==> src/rtl/hilo_pkg.sv <==
// Shared definitions for the HI/LO special-register unit.
package hilo_pkg;

   // Data width carried by a pipeline slot; the top-level W must match.
   localparam int unsigned HILO_W = 32;

   typedef enum logic [2:0] {
      HILO_NONE    = 3'd0,
      HILO_WR_BOTH = 3'd1,
      HILO_WR_HI   = 3'd2,
      HILO_WR_LO   = 3'd3,
      HILO_RD_HI   = 3'd4,
      HILO_RD_LO   = 3'd5
   } hilo_op_e;

   typedef struct packed {
      logic              valid;
      logic              wr_hi;
      logic              wr_lo;
      logic [HILO_W-1:0] hi_val;
      logic [HILO_W-1:0] lo_val;
   } hilo_slot_t;

   localparam hilo_slot_t SLOT_EMPTY = '0;

endpackage

==> src/rtl/hilo_slot.sv <==
// One pending-write pipeline slot (MEM or WB) with clear/load/hold control.
module hilo_slot
   import hilo_pkg::*;
(
   input  logic       clk,
   input  logic       rst,
   input  logic       load,
   input  logic       clear,
   input  hilo_slot_t d,
   output hilo_slot_t q
);

   hilo_slot_t slot_q;

   // Reset and clear drop the pending write; clear wins over load.
   always_ff @(posedge clk) begin
      if (rst) begin
         slot_q <= SLOT_EMPTY;
      end else if (clear) begin
         slot_q <= SLOT_EMPTY;
      end else if (load) begin
         slot_q <= d;
      end
   end

   assign q = slot_q;

endmodule

==> src/rtl/hilo_unit.sv <==
// HI/LO register unit: captures EX writes, pipes them through MEM/WB slots,
// commits to architectural HI/LO and forwards pending values to MFHI/MFLO.
module hilo_unit
   import hilo_pkg::*;
#(
   parameter int unsigned W = HILO_W
) (
   input  logic         clk,
   input  logic         rst,
   input  logic         ex_valid,
   input  logic [2:0]   ex_op,
   input  logic [W-1:0] ex_lo,
   input  logic [W-1:0] ex_hi,
   input  logic [W-1:0] ex_rs,
   input  logic         alu_busy,
   input  logic         stall,
   input  logic         flush,
   output logic [W-1:0] rd_data,
   output logic         hilo_stall,
   output logic [W-1:0] hi,
   output logic [W-1:0] lo
);

   hilo_slot_t   m_d, m_q, b_q;
   logic         is_write, accept, advance;
   logic [W-1:0] hi_q, lo_q;
   logic [W-1:0] fwd_hi, fwd_lo;

   assign is_write = (ex_op == HILO_WR_BOTH) | (ex_op == HILO_WR_HI) | (ex_op == HILO_WR_LO);
   assign accept   = ex_valid & is_write & ~alu_busy & ~stall & ~flush;
   // Flush overrides stall, so the WB slot still drains on a flush.
   assign advance  = flush | ~stall;

   // Build the MEM-slot entry from the EX instruction; a bubble when nothing is accepted.
   always_comb begin
      m_d = SLOT_EMPTY;
      if (accept) begin
         m_d.valid = 1'b1;
         case (ex_op)
            HILO_WR_BOTH: begin
               m_d.wr_hi  = 1'b1;
               m_d.wr_lo  = 1'b1;
               m_d.hi_val = ex_hi;
               m_d.lo_val = ex_lo;
            end
            HILO_WR_HI: begin
               m_d.wr_hi  = 1'b1;
               m_d.hi_val = ex_rs;
            end
            HILO_WR_LO: begin
               m_d.wr_lo  = 1'b1;
               m_d.lo_val = ex_rs;
            end
            default: ;
         endcase
      end
   end

   hilo_slot u_slot_m (
      .clk   (clk),
      .rst   (rst),
      .load  (~stall),
      .clear (flush),
      .d     (m_d),
      .q     (m_q)
   );

   hilo_slot u_slot_b (
      .clk   (clk),
      .rst   (rst),
      .load  (~stall),
      .clear (flush),
      .d     (m_q),
      .q     (b_q)
   );

   // Commit the WB slot into the architectural registers, flagged halves only.
   always_ff @(posedge clk) begin
      if (rst) begin
         hi_q <= '0;
         lo_q <= '0;
      end else if (advance && b_q.valid) begin
         if (b_q.wr_hi) hi_q <= b_q.hi_val;
         if (b_q.wr_lo) lo_q <= b_q.lo_val;
      end
   end

   // Youngest pending write to each half wins; other-half writes do not shadow.
   always_comb begin
      fwd_hi = hi_q;
      fwd_lo = lo_q;
      if (b_q.valid && b_q.wr_hi) fwd_hi = b_q.hi_val;
      if (m_q.valid && m_q.wr_hi) fwd_hi = m_q.hi_val;
      if (b_q.valid && b_q.wr_lo) fwd_lo = b_q.lo_val;
      if (m_q.valid && m_q.wr_lo) fwd_lo = m_q.lo_val;
   end

   // Read mux and divide-hazard stall request.
   always_comb begin
      rd_data = '0;
      case (ex_op)
         HILO_RD_HI: rd_data = fwd_hi;
         HILO_RD_LO: rd_data = fwd_lo;
         default:    rd_data = '0;
      endcase
      hilo_stall = ex_valid & alu_busy &
                   ((ex_op == HILO_WR_BOTH) | (ex_op == HILO_RD_HI) | (ex_op == HILO_RD_LO));
   end

   assign hi = hi_q;
   assign lo = lo_q;

endmodule
==> config.mk <==
export PLATFORM = sky130hd
export DESIGN_NAME = hilo_unit
export DESIGN_NICKNAME = d
export VERILOG_FILES = /design/src/rtl/hilo_pkg.sv /design/src/rtl/hilo_slot.sv /design/src/rtl/hilo_unit.sv
export SDC_FILE = /design/constraint.sdc
export NUM_CORES = 1
export LEC_CHECK = 0
export BUFFER_PORTS_ARGS = -buffer_cell sky130_fd_sc_hd__buf_2
export CAP_MARGIN = 20
export CELL_PAD_IN_SITES_DETAIL_PLACEMENT = 1
export CELL_PAD_IN_SITES_GLOBAL_PLACEMENT = 1
export CORE_MARGIN = 8
export CORE_UTILIZATION = 30
export DETAILED_ROUTE_END_ITERATION = 16
export PLACE_DENSITY = 0.67
export SLEW_MARGIN = 20
export SYNTH_ARGS = -nofsm -noshare
export SYNTH_HDL_FRONTEND = slang
export SYNTH_HIERARCHICAL = 1
export SYNTH_SLANG_ARGS = --single-unit
==> constraint.sdc <==
create_clock -name clk -period 1.4 [get_ports clk]
set_input_delay 0.21 -clock clk [delete_from_list [all_inputs] [get_ports clk]]
set_output_delay 0.21 -clock clk [all_outputs]
set_load 0.01 [all_outputs]
After elaboration in Yosys (flattened, before gate mapping)
Cells that the tools add are included.
W data, S select, Z words.
- output and inout bits: 97
- logic and storage cells: 51
- bits of input ports: 105
- flip-flop bits (word level): 198
- reduce and logical (&&, ||, !) cells: 10
- bitwise operators: 14
- eq/ne operators: 5
- multiplexer cells: 10
- operators with widths (cell ; count):
    $pmux W32 S2 ; 3
    $mux W32 ; 4
    $mux W67 ; 1
    $and A1 B1 Y1 ; 6
    $eq A3 B2 Y1 const B ; 2
    $eq A3 B3 Y1 const B ; 2
    $reduce_or A2 Y1 ; 3
    $logic_and A1 B1 Y1 ; 5
    $or A1 B1 Y1 ; 5
    $reduce_and A2 Y1 ; 2
    $eq A3 B1 Y1 const B ; 1
    $not A1 Y1 ; 3
    $mux W1 ; 2

Depth between registers and ports, before layout
Gate-level depths: netlist of the first run.
- depth after elaboration: 8
- mapped depth: 8
- depth with buffers taken out: 5

By module
The synthesis of the first run kept the hierarchy.
- by module, submodules not included (module ; cells each ; area each (um^2) ; sequential area each (um^2) ; instances):
    hilo_unit ; 725 ; 5014.8 ; 1281.2 ; 1
    hilo_slot ; 218 ; 2394.8 ; 1341.3 ; 2

Worst setup path before layout of the first run
No wires, ideal clock.
- path kind: register to output
- from: reg u_slot_m.slot_q (netlist bit u_slot_m/q[66])
- to: out rd_data[10]
- path slack: -35 ps
- cell stages (with the launch flop): 6
- buffers on the path: 2
- data arrival time: 1225 ps
- cell sequence: dfxtp_1 and2_1 clkbuf_1 clkbuf_1 a211oi_1 o22ai_1
- word-level cells in the longest chain between the ends: 3
- ends and longest elaborated chain (element ; RTL line ; RTL):
    from (decl) ; hilo_slot.sv:13 ; hilo_slot_t slot_q;
    from (signal assigned) ; hilo_slot.sv:18 ; slot_q <= SLOT_EMPTY;
    from (signal assigned) ; hilo_slot.sv:20 ; slot_q <= SLOT_EMPTY;
    from (signal assigned) ; hilo_slot.sv:22 ; slot_q <= d;
    $logic_and A1 B1 Y1, on equally long branches ; hilo_unit.sv:95, hilo_unit.sv:93 ;
    $mux W32, on equally long branches ; hilo_unit.sv:95, hilo_unit.sv:93 ;
    $pmux W32 S2 (*) ; hilo_unit.sv:101 ; case (ex_op)
    to (decl) ; hilo_unit.sv:18 ; output logic [W-1:0] rd_data,
Every way passes the cells marked *; elsewhere a longest branch is shown, timed or not.

Final worst setup path of the first run
- from: reg u_slot_b.slot_q (netlist bit u_slot_b/q[66])
- to: out rd_data[5]
- word-level cells in the longest chain between the ends: 4
- ends and longest elaborated chain (element ; RTL line):
    from (decl) ; hilo_slot.sv:13
    from (signal assigned) ; hilo_slot.sv:18
    from (signal assigned) ; hilo_slot.sv:20
    from (signal assigned) ; hilo_slot.sv:22
    $logic_and A1 B1 Y1, on equally long branches ; hilo_unit.sv:94, hilo_unit.sv:92
    $mux W32, on equally long branches ; hilo_unit.sv:94, hilo_unit.sv:92
    $mux W32, on equally long branches ; hilo_unit.sv:95, hilo_unit.sv:93
    $pmux W32 S2 (*) ; hilo_unit.sv:101
Marks and branches as above.

==> metrics.cfg, run 1 <==
[status]
status=finished, violations left
violations=negative setup slack

[synth]
synthCells=1161
synth_nets=1266
async_reset_ff_share_pct=0
synth_common_cells=201 x nor2_1, 198 x dfxtp_1, 166 x mux2i_1, 128 x o21ai_0
synth.area.top_cells=dfxtp_1 40%, mux2i_1 17%, nor2_1 7.7%, o21ai_0 6.5%, a211oi_1 4.9%
mappedNetlistArea_um2=9800
avgSynthCellArea_um2=8.44
ys_seq_elements=198
synth.largest_area_cell=dfxtp_1
ys_types=28
yosysSeqAreaShare_pct=40.4
yosysMostFrequentCell=nor2_1
synthFlopType=dfxtp_1
yosys_warnings=6
synth_top_area_share_pct=40.4
synth-edff-count=0

[worst_setup_path]
cpLargestDelayFamily=buffers and inverters
r2r_start=u_slot_b/q[66]
cp.required_ps=1190
slowest_delay_ps=430
path_class=flip-flop to output port
worstPathArrival_ps=1780
start_kind=flip-flop
crit_slowest_cell=dfxtp_4
path_buf_inv=3
cp-end-kind=output port
endpoint=rd_data[5]
crit_start=u_slot_b/q[66]
r2r_end=lo[28]
r2r_slack_ps=50
path_max_fanout=11
cp_cell_sequence=nand2_4 -> buf_12 -> buf_16 -> a211oi_4 -> o22ai_2 -> buf_2
critical_path_depth=6
ff2ff_path_depth=6

[floorplanning]
fp.dieW_um=197
rows=66
dieHeight_um=197
core_area_um2=32400
fp.dieArea_um2=38700
io_pins=202
initial_core_util_pct=30.3

[placement]
dp_slack_ps=-393
placed_area_um2=11900
numPortBuffers=201
dpl.hpwl_um=27500
gp_congestion=0.759

[detailed_routing]
drcViolationCount=0
antenna_left=0
drtPass1Iterations=5
wire_per_inst_um=22.3
vias=9685
first_iter_violations=534
totalWireLength_um=40400
vias_per_cell=5.34

[cts]
clock-root-buffer=clkbuf_16
clk_latency_ps=450
clock_tree.buffer_depth=2
cts.sinks=198
cts_tree=built
htree_levels=4
postCtsHoldBufs=0
cts.clk_slew.worst_paths_ps=90
cts-buffers-inserted=17

[grt]
antenna_found_initial=0
grt_max_degree=65
grt_pass1_vias=10163
grtUsageMet3_pct=3.58
gr-total-overflow=0
grtUsageMet2_pct=34.5
grt_pass1_wl_um=61000
track_usage_pct=20.1
global_route.peak_usage_layer=met2
grt_use_met1_pct=25.1

[pwr]
p_leak_uw=0.00557
powerDensity_nw_per_um2=902
total_power_uw=11800
vdd_drop_max_mv=0.796

[sta]
fmax_ghz=0.503
min_period_over_period_pct=142
tightest_slew_ps=591
rsz0062_at_grt=true
clock_skew_ps=17.3
min_period_ps=1990
setup_slack_ps=-587
maxSlewViolCount=0
relSlewSlack_pct=60.6
report.final.hold_viol_count=0
setup-violations-final=32

[final_layout]
drive_gt1_share_pct=31.1
num-nets-final=1463
areaGrowthSynthToFinish_pct=33.7
finalInstanceArea_um2=13100
n_antenna_cell=0

[min_path]
holdCritPathClass=input pin to flip-flop

[job]
max_cap_violations=0

==> worst register-to-register path, delay by kind of cell, from the launching register on <==
family / cells / cell delay (ps)
buffers and inverters: 3 / 450
flip-flops: 1 / 430
AO/OA/AOI/OAI: 2 / 240
AND/OR/NAND/NOR: 1 / 90
==> where the power goes <==
group | switching [uW] | internal [uW] | total [uW]
sequential | 2.69 | 5620 | 5630
combinational | 604 | 426 | 1030
clock | 2700 | 2460 | 5160
==> stage by stage <==
step                      TNS [ps]  utilization, %  instances  hold WS (ps)
after floorplan              -1060               -       1161           452
after global placement      -11850            36.6       1770           460
after detailed placement    -13420            36.6       1770           468
after CTS                   -18400            39.4       1806           132
after global routing        -19990            40.5       1813           163
final                       -17670            40.5       1813           144
==> repair_timing <==
item | in CTS | in global routing
endpoints found under the setup margin | 33 | 46
buffers inserted | 3 | 5
pin swaps | 19 | 27
gates resized for setup | 62 | 61
cloned | 1 | 2
==> final cells by class <==
type                    instances  area (um2)
fillers                      3878       19300
multi-input cells             836        5590
flip-flops and latches        198        3980
repair buffers                302        2350
well taps                     442         553
clock buffers                  17         425
clock inverters                15         190
inverters                       3        16.3
==> per-layer routing <==
metal / vias up / routed length (um)
met2: 245 / 19800
met1: 4821 / 17800
met5: - / 0
li1: 4563 / -
met4: 0 / 1060
met3: 56 / 1720
==> worst min-delay path by stage <==
| stage | endpoint | from | depth (start not counted) |
|---|---|---|---|
| 3_3_place_gp | lo[26] | u_slot_b/q[26] | 2 |
| 2_1_floorplan | hi[0] | u_slot_b/q[32] | 2 |
| 3_5_place_dp | lo[10] | u_slot_b/q[10] | 2 |
| 6_report | u_slot_m/q[6] | ex_lo[6] | 5 |
| 4_1_cts | u_slot_m/q[6] | ex_lo[6] | 5 |
| 5_1_grt | u_slot_m/q[21] | ex_lo[21] | 5 |
==> placed cells by master, fill, tap and decap left out, drive strengths merged <==
| cell type | netlist | routed |
|---|---|---|
| buf | 67 | 300 |
| nor2 | 201 | 201 |
| dfxtp | 198 | 198 |
| mux2i | 166 | 166 |
| o21ai | 128 | 128 |
| nand3 | 65 | 65 |
| and3 | 64 | 64 |
| a21oi | 64 | 64 |
| a211oi | 64 | 64 |
| a22oi | 32 | 32 |
| o22ai | 32 | 32 |
| clkbuf | 57 | 19 |
| inv | 3 | 11 |
| clkinv | 0 | 7 |
| nand2 | 5 | 5 |
| and2 | 4 | 4 |
| nor2b | 2 | 2 |
| or2 | 2 | 2 |
| nor3b | 1 | 1 |
| and3b | 1 | 1 |
| nor4b | 1 | 1 |
| o211a | 1 | 1 |
| o211ai | 1 | 1 |
| nand2b | 1 | 1 |
| and2b | 1 | 1 |
==> cell families after synthesis <==
kind of cell / after synthesis / share of synthesized area (%)
and+or+nand+nor: 348 / 16.4
buffers and inverters: 127 / 6.80
muxes: 166 / 16.9
AOI/OAI and AO/OA: 322 / 19.4
DFF: 198 / 40.4
==> registers in the layout (all words and copies together), names as in the netlist <==
signal,count
hi,32
u_slot_m/q,67
lo,32
u_slot_b/q,67
Power figures use the tool's default switching activity.
==> run 2, diff against run 1 <==
--- a/config.mk
+++ b/config.mk
@@ -12,7 +12,7 @@
 export CORE_MARGIN = 8
 export CORE_UTILIZATION = 30
 export DETAILED_ROUTE_END_ITERATION = 16
-export PLACE_DENSITY = 0.67
+export PLACE_DENSITY = 0.72
 export SLEW_MARGIN = 20
 export SYNTH_ARGS = -nofsm -noshare
 export SYNTH_HDL_FRONTEND = slang
==> metrics.cfg, run 2 (synthesis gave the netlist of run 1 again) <==
[detailed_routing]
vias=9678
wire_per_inst_um=21.8
drcViolationCount=0
first_iter_violations=595
vias_per_cell=5.39
antenna_left=0
drtPass1Iterations=5
totalWireLength_um=39100

[final_layout]
regArea_um2=3970
n_antenna_cell=0
fin_cells=1794
mostFrequentLayoutCells=201 x nor2_1, 201 x buf_2, 194 x dfxtp_1, 166 x mux2i_1, 125 x o21ai_0
n_fill_cell=3854
postLayoutCoreUtil_pct=39.5
drive_gt1_share_pct=28.8
num-nets-final=1445
areaGrowthSynthToFinish_pct=30.5
multiInputGateArea_um2=5500

[floorplanning]
fp.dieArea_um2=38700
core_area_um2=32400
dieHeight_um=197
fp.dieW_um=197
rows=66
io_pins=202
initial_core_util_pct=30.3

[sta]
relSlewSlack_pct=66.3
whs_ps=150
maxSlewViolCount=0
setup-violations-final=33
min_period_ps=2030
report.final.hold_viol_count=0
tightest_slew_ps=506
min_period_over_period_pct=145
fmax_ghz=0.492
fin_tns_setup_ps=-18120
clock_skew_ps=9.90
setup_slack_ps=-634
rsz0062_at_grt=true

[grt]
track_usage_pct=19.5
global_route.peak_usage_layer=met2
antenna_found_initial=0
grt_max_degree=68
gr-total-overflow=0
grt_pass1_wl_um=59500
grtUsageMet2_pct=33.9
grtUsageMet3_pct=3.31
grt_use_met1_pct=23.8
grt_pass1_vias=10205

[cts]
cts.sinks=198
cts_tree=built
clock-root-buffer=clkbuf_16
postCtsHoldBufs=0
cts.clk_slew.worst_paths_ps=70
clk_latency_ps=440
htree_levels=4
clock_tree.buffer_depth=2
cts-buffers-inserted=17

[worst_setup_path]
r2r_slack_ps=0
start_kind=flip-flop
path_class=flip-flop to output port
endpoint=rd_data[22]
r2r_start=u_slot_b/q[66]
crit_start=u_slot_b/q[66]
path_max_fanout=8
cp-end-kind=output port
r2r_end=hi[18]
cp.required_ps=1190
worstPathArrival_ps=1820
ff2ff_path_depth=5

[pwr]
pwr-share-seq_pct=48.5
pwr-share-comb_pct=8.6
p_sw_uw=2910
p_clk_share_pct=42.9
vdd_drop_max_mv=0.881
total_power_uw=11600
p_sw_share_pct=25.1
powerDensity_nw_per_um2=907
p_int_uw=8690
p_leak_uw=0.00539

[placement]
dpl.hpwl_um=26200
numPortBuffers=201
place_inst=1758
gp_congestion=0.834

[min_path]
holdCritPathClass=input pin to flip-flop
hold-path-cell-count=5

[status]
violations=negative setup slack
status=finished, violations left

[job]
max_cap_violations=0

[run 2: what timing repair did]
action | in CTS | in global routing
pin swaps | 21 | 3
setup endpoints to repair | 56 | 93
gates cloned | 3 | 0
buffers inserted | 2 | 0
resized for setup | 40 | 31
[run 2: worst min-delay path by stage]
stage / start / to
2_1_floorplan: u_slot_b/q[32] / hi[0]
3_3_place_gp: u_slot_b/q[20] / lo[20]
3_5_place_dp: u_slot_b/q[24] / lo[24]
4_1_cts: ex_lo[7] / u_slot_m/q[7]
5_1_grt: ex_hi[20] / u_slot_m/q[52]
6_report: ex_lo[7] / u_slot_m/q[7]
[run 2: power groups by stage]
stage                     combinational, uW  clock, uW  sequential (uW)
after detailed placement                986          0             5760
after CTS                               989       5070             5630
after global placement                  968          0             5760
after global routing                   1060       5280             5630
final                                   995       4980             5630
after floorplan                         552          0             5760
[run 2: metrics by stage]
step	area, um2	worst slack [ps]
after CTS	12700	-639
after floorplan	9800	-35.2
after global placement	11800	-221
after global routing	12800	-734
after detailed placement	11800	-231
final	12800	-634
[run 2: layout make-up]
| type | instances | share of cell area (%) |
|---|---|---|
| Inverter | 3 | 0.127 |
| Clock inverter | 13 | 1.17 |
| Tap cell | 442 | 4.32 |
| Clock buffer | 18 | 3.35 |
| Sequential cell | 198 | 31.0 |
| Timing Repair Buffer | 284 | 17.0 |
| Multi-Input combinational cell | 836 | 43.0 |
[run 2: layer usage]
metal	wire, um	vias up
met1	16800	4826
met4	1020	0
met3	1890	59
met2	19400	284
met5	0	-
li1	-	4509
[run 2: worst max-delay path: stages, from the launching register on]
cell and delay (ps):
dfxtp_4 400, buf_12 150, buf_16 140, and3_4 180, a211oi_2 220, o22ai_2 120
buf_2 170
==> run 3, diff against run 2 <==
--- a/config.mk
+++ b/config.mk
@@ -9,7 +9,8 @@
 export CAP_MARGIN = 20
 export CELL_PAD_IN_SITES_DETAIL_PLACEMENT = 1
 export CELL_PAD_IN_SITES_GLOBAL_PLACEMENT = 1
-export CORE_MARGIN = 8
+export CORE_ASPECT_RATIO = 2
+export CORE_MARGIN = 2
 export CORE_UTILIZATION = 30
 export DETAILED_ROUTE_END_ITERATION = 16
 export PLACE_DENSITY = 0.72
==> metrics.cfg, run 3 (synthesis gave the netlist of run 1 again) <==
[worst_setup_path]
r2r_start=u_slot_b/q[66]
start_kind=flip-flop
crit_start=u_slot_b/q[66]
cp.required_ps=1190
worstPathArrival_ps=1890
endpoint=rd_data[22]
cp-end-kind=output port
path_max_fanout=17
ff2ff_path_depth=5
r2r_end=hi[25]
path_class=flip-flop to output port
r2r_slack_ps=-10

[cts]
cts-buffers-inserted=17
postCtsHoldBufs=0
clk_latency_ps=460
cts.clk_slew.worst_paths_ps=80
cts_tree=built
cts.sinks=198
htree_levels=4
clock_tree.buffer_depth=2
clock-root-buffer=clkbuf_16

[min_path]
holdCritPathClass=input pin to flip-flop
hold-path-cell-count=5

[final_layout]
n_fill_cell=3809
postLayoutCoreUtil_pct=42.4
multiInputGateArea_um2=5800
final_common_cell=nor2_1
mostFrequentLayoutCells=201 x nor2_1, 197 x buf_2, 194 x dfxtp_1, 166 x mux2i_1, 116 x o21ai_0
num-nets-final=1506
finalInstanceArea_um2=13700
regArea_um2=3980
areaGrowthSynthToFinish_pct=39.4
drive_gt1_share_pct=34.3

[detailed_routing]
vias_per_cell=5.50
wire_per_inst_um=23.2
totalWireLength_um=42800
first_iter_violations=654
drcViolationCount=0
drtPass1Iterations=5
vias=10123
antenna_left=0

[floorplanning]
dieHeight_um=260
initial_core_util_pct=30.4
fp.dieW_um=132
fp.dieArea_um2=34200
rows=93
core_area_um2=32200
io_pins=202

[grt]
grt_max_degree=41
grt_pass1_wl_um=62600
gr-total-overflow=0
grt_pass1_vias=10871
track_usage_pct=24.1
antenna_found_initial=2

[sta]
fmax_ghz=0.476
setup_slack_ps=-700
tightest_slew_ps=465
setup-violations-final=34
report.final.hold_viol_count=0
whs_ps=131
maxSlewViolCount=0
min_period_ps=2100
clock_skew_ps=14.4
rsz0062_at_grt=true
min_period_over_period_pct=150
relSlewSlack_pct=69.0

[status]
violations=negative setup slack
status=finished, violations left

[placement]
numPortBuffers=201
gp_congestion=0.857
placed_area_um2=12200
dpl.hpwl_um=29900
dp_slack_ps=-341

[pwr]
total_power_uw=11800
p_leak_uw=0.00579
vdd_drop_max_mv=0.853
powerDensity_nw_per_um2=865

[job]
max_cap_violations=0

-- run 3: cell types whose count changed in the layout (fill, tap and decap cells not counted), moves of 4 or more --
cell,delta
buf_6,+7
o22ai_4,+4
a211oi_1,-18
o22ai_2,+7
o21ai_0,-9
o22ai_1,-11
a211oi_4,+9
a211oi_2,+9
buf_4,+54
o21ai_1,+7
buf_2,-4
-- run 3: report_power, final --
group | internal [uW] | switching, uW | leakage, uW
registers | 5620 | 3.05 | 0.00160
clock network | 2730 | 2420 | 0.000285
logic | 428 | 608 | 0.00391
total | 8780 | 3030 | 0.00579
-- run 3: layer usage --
layer / wire length, um / share of wire, % / vias up / track usage (%)
met5: 8 / 0.019 / - / 0
met4: 2530 / 5.9 / 2 / 16.3
met3: 1770 / 4.1 / 116 / 4.29
met2: 23200 / 54 / 352 / 45.7
met1: 15300 / 36 / 5019 / 23.7
li1: - / - / 4634 / -
-- run 3: area by class of cell --
| cell class | count | area share [%] |
|---|---|---|
| multi-input combinational | 836 | 42.4 |
| sequential | 198 | 29.1 |
| timing repair buffer | 345 | 20.0 |
| tap | 427 | 3.91 |
| clock buffer | 18 | 3.21 |
| clock inverter | 14 | 1.23 |
| inverter | 3 | 0.119 |
| antenna | 1 | 0.0183 |
-- run 3: through the flow --
stage | TNS (ps) | instances
final | -20250 | 1842
after global routing | -24390 | 1841
after CTS | -20540 | 1839
after detailed placement | -13210 | 1801
after global placement | -9850 | 1801
after floorplan | -1060 | 1161
-- run 3: timing repair --
action                                  CTS  global route
endpoints found under the setup margin   41            68
pin swaps                                18            12
buffers inserted                          3             0
resized for setup                        88            64
cloned                                    3             2
-- run 3: worst min-delay path by stage --
stage                         startpoint        endpoint
final                          ex_lo[10]  u_slot_m/q[10]
after floorplan           u_slot_b/q[32]           hi[0]
after global placement     u_slot_b/q[5]           lo[5]
after detailed placement   u_slot_b/q[2]           lo[2]
after CTS                      ex_lo[10]  u_slot_m/q[10]
after global routing           ex_lo[23]  u_slot_m/q[23]
-- run 3: worst max-delay path, cell delays in order, from the launching register on --
cell and delay, ps:
dfxtp_4 470, nand2_4 100, buf_12 170, buf_12 150, a211oi_2 280, o22ai_2 120, buf_2 150
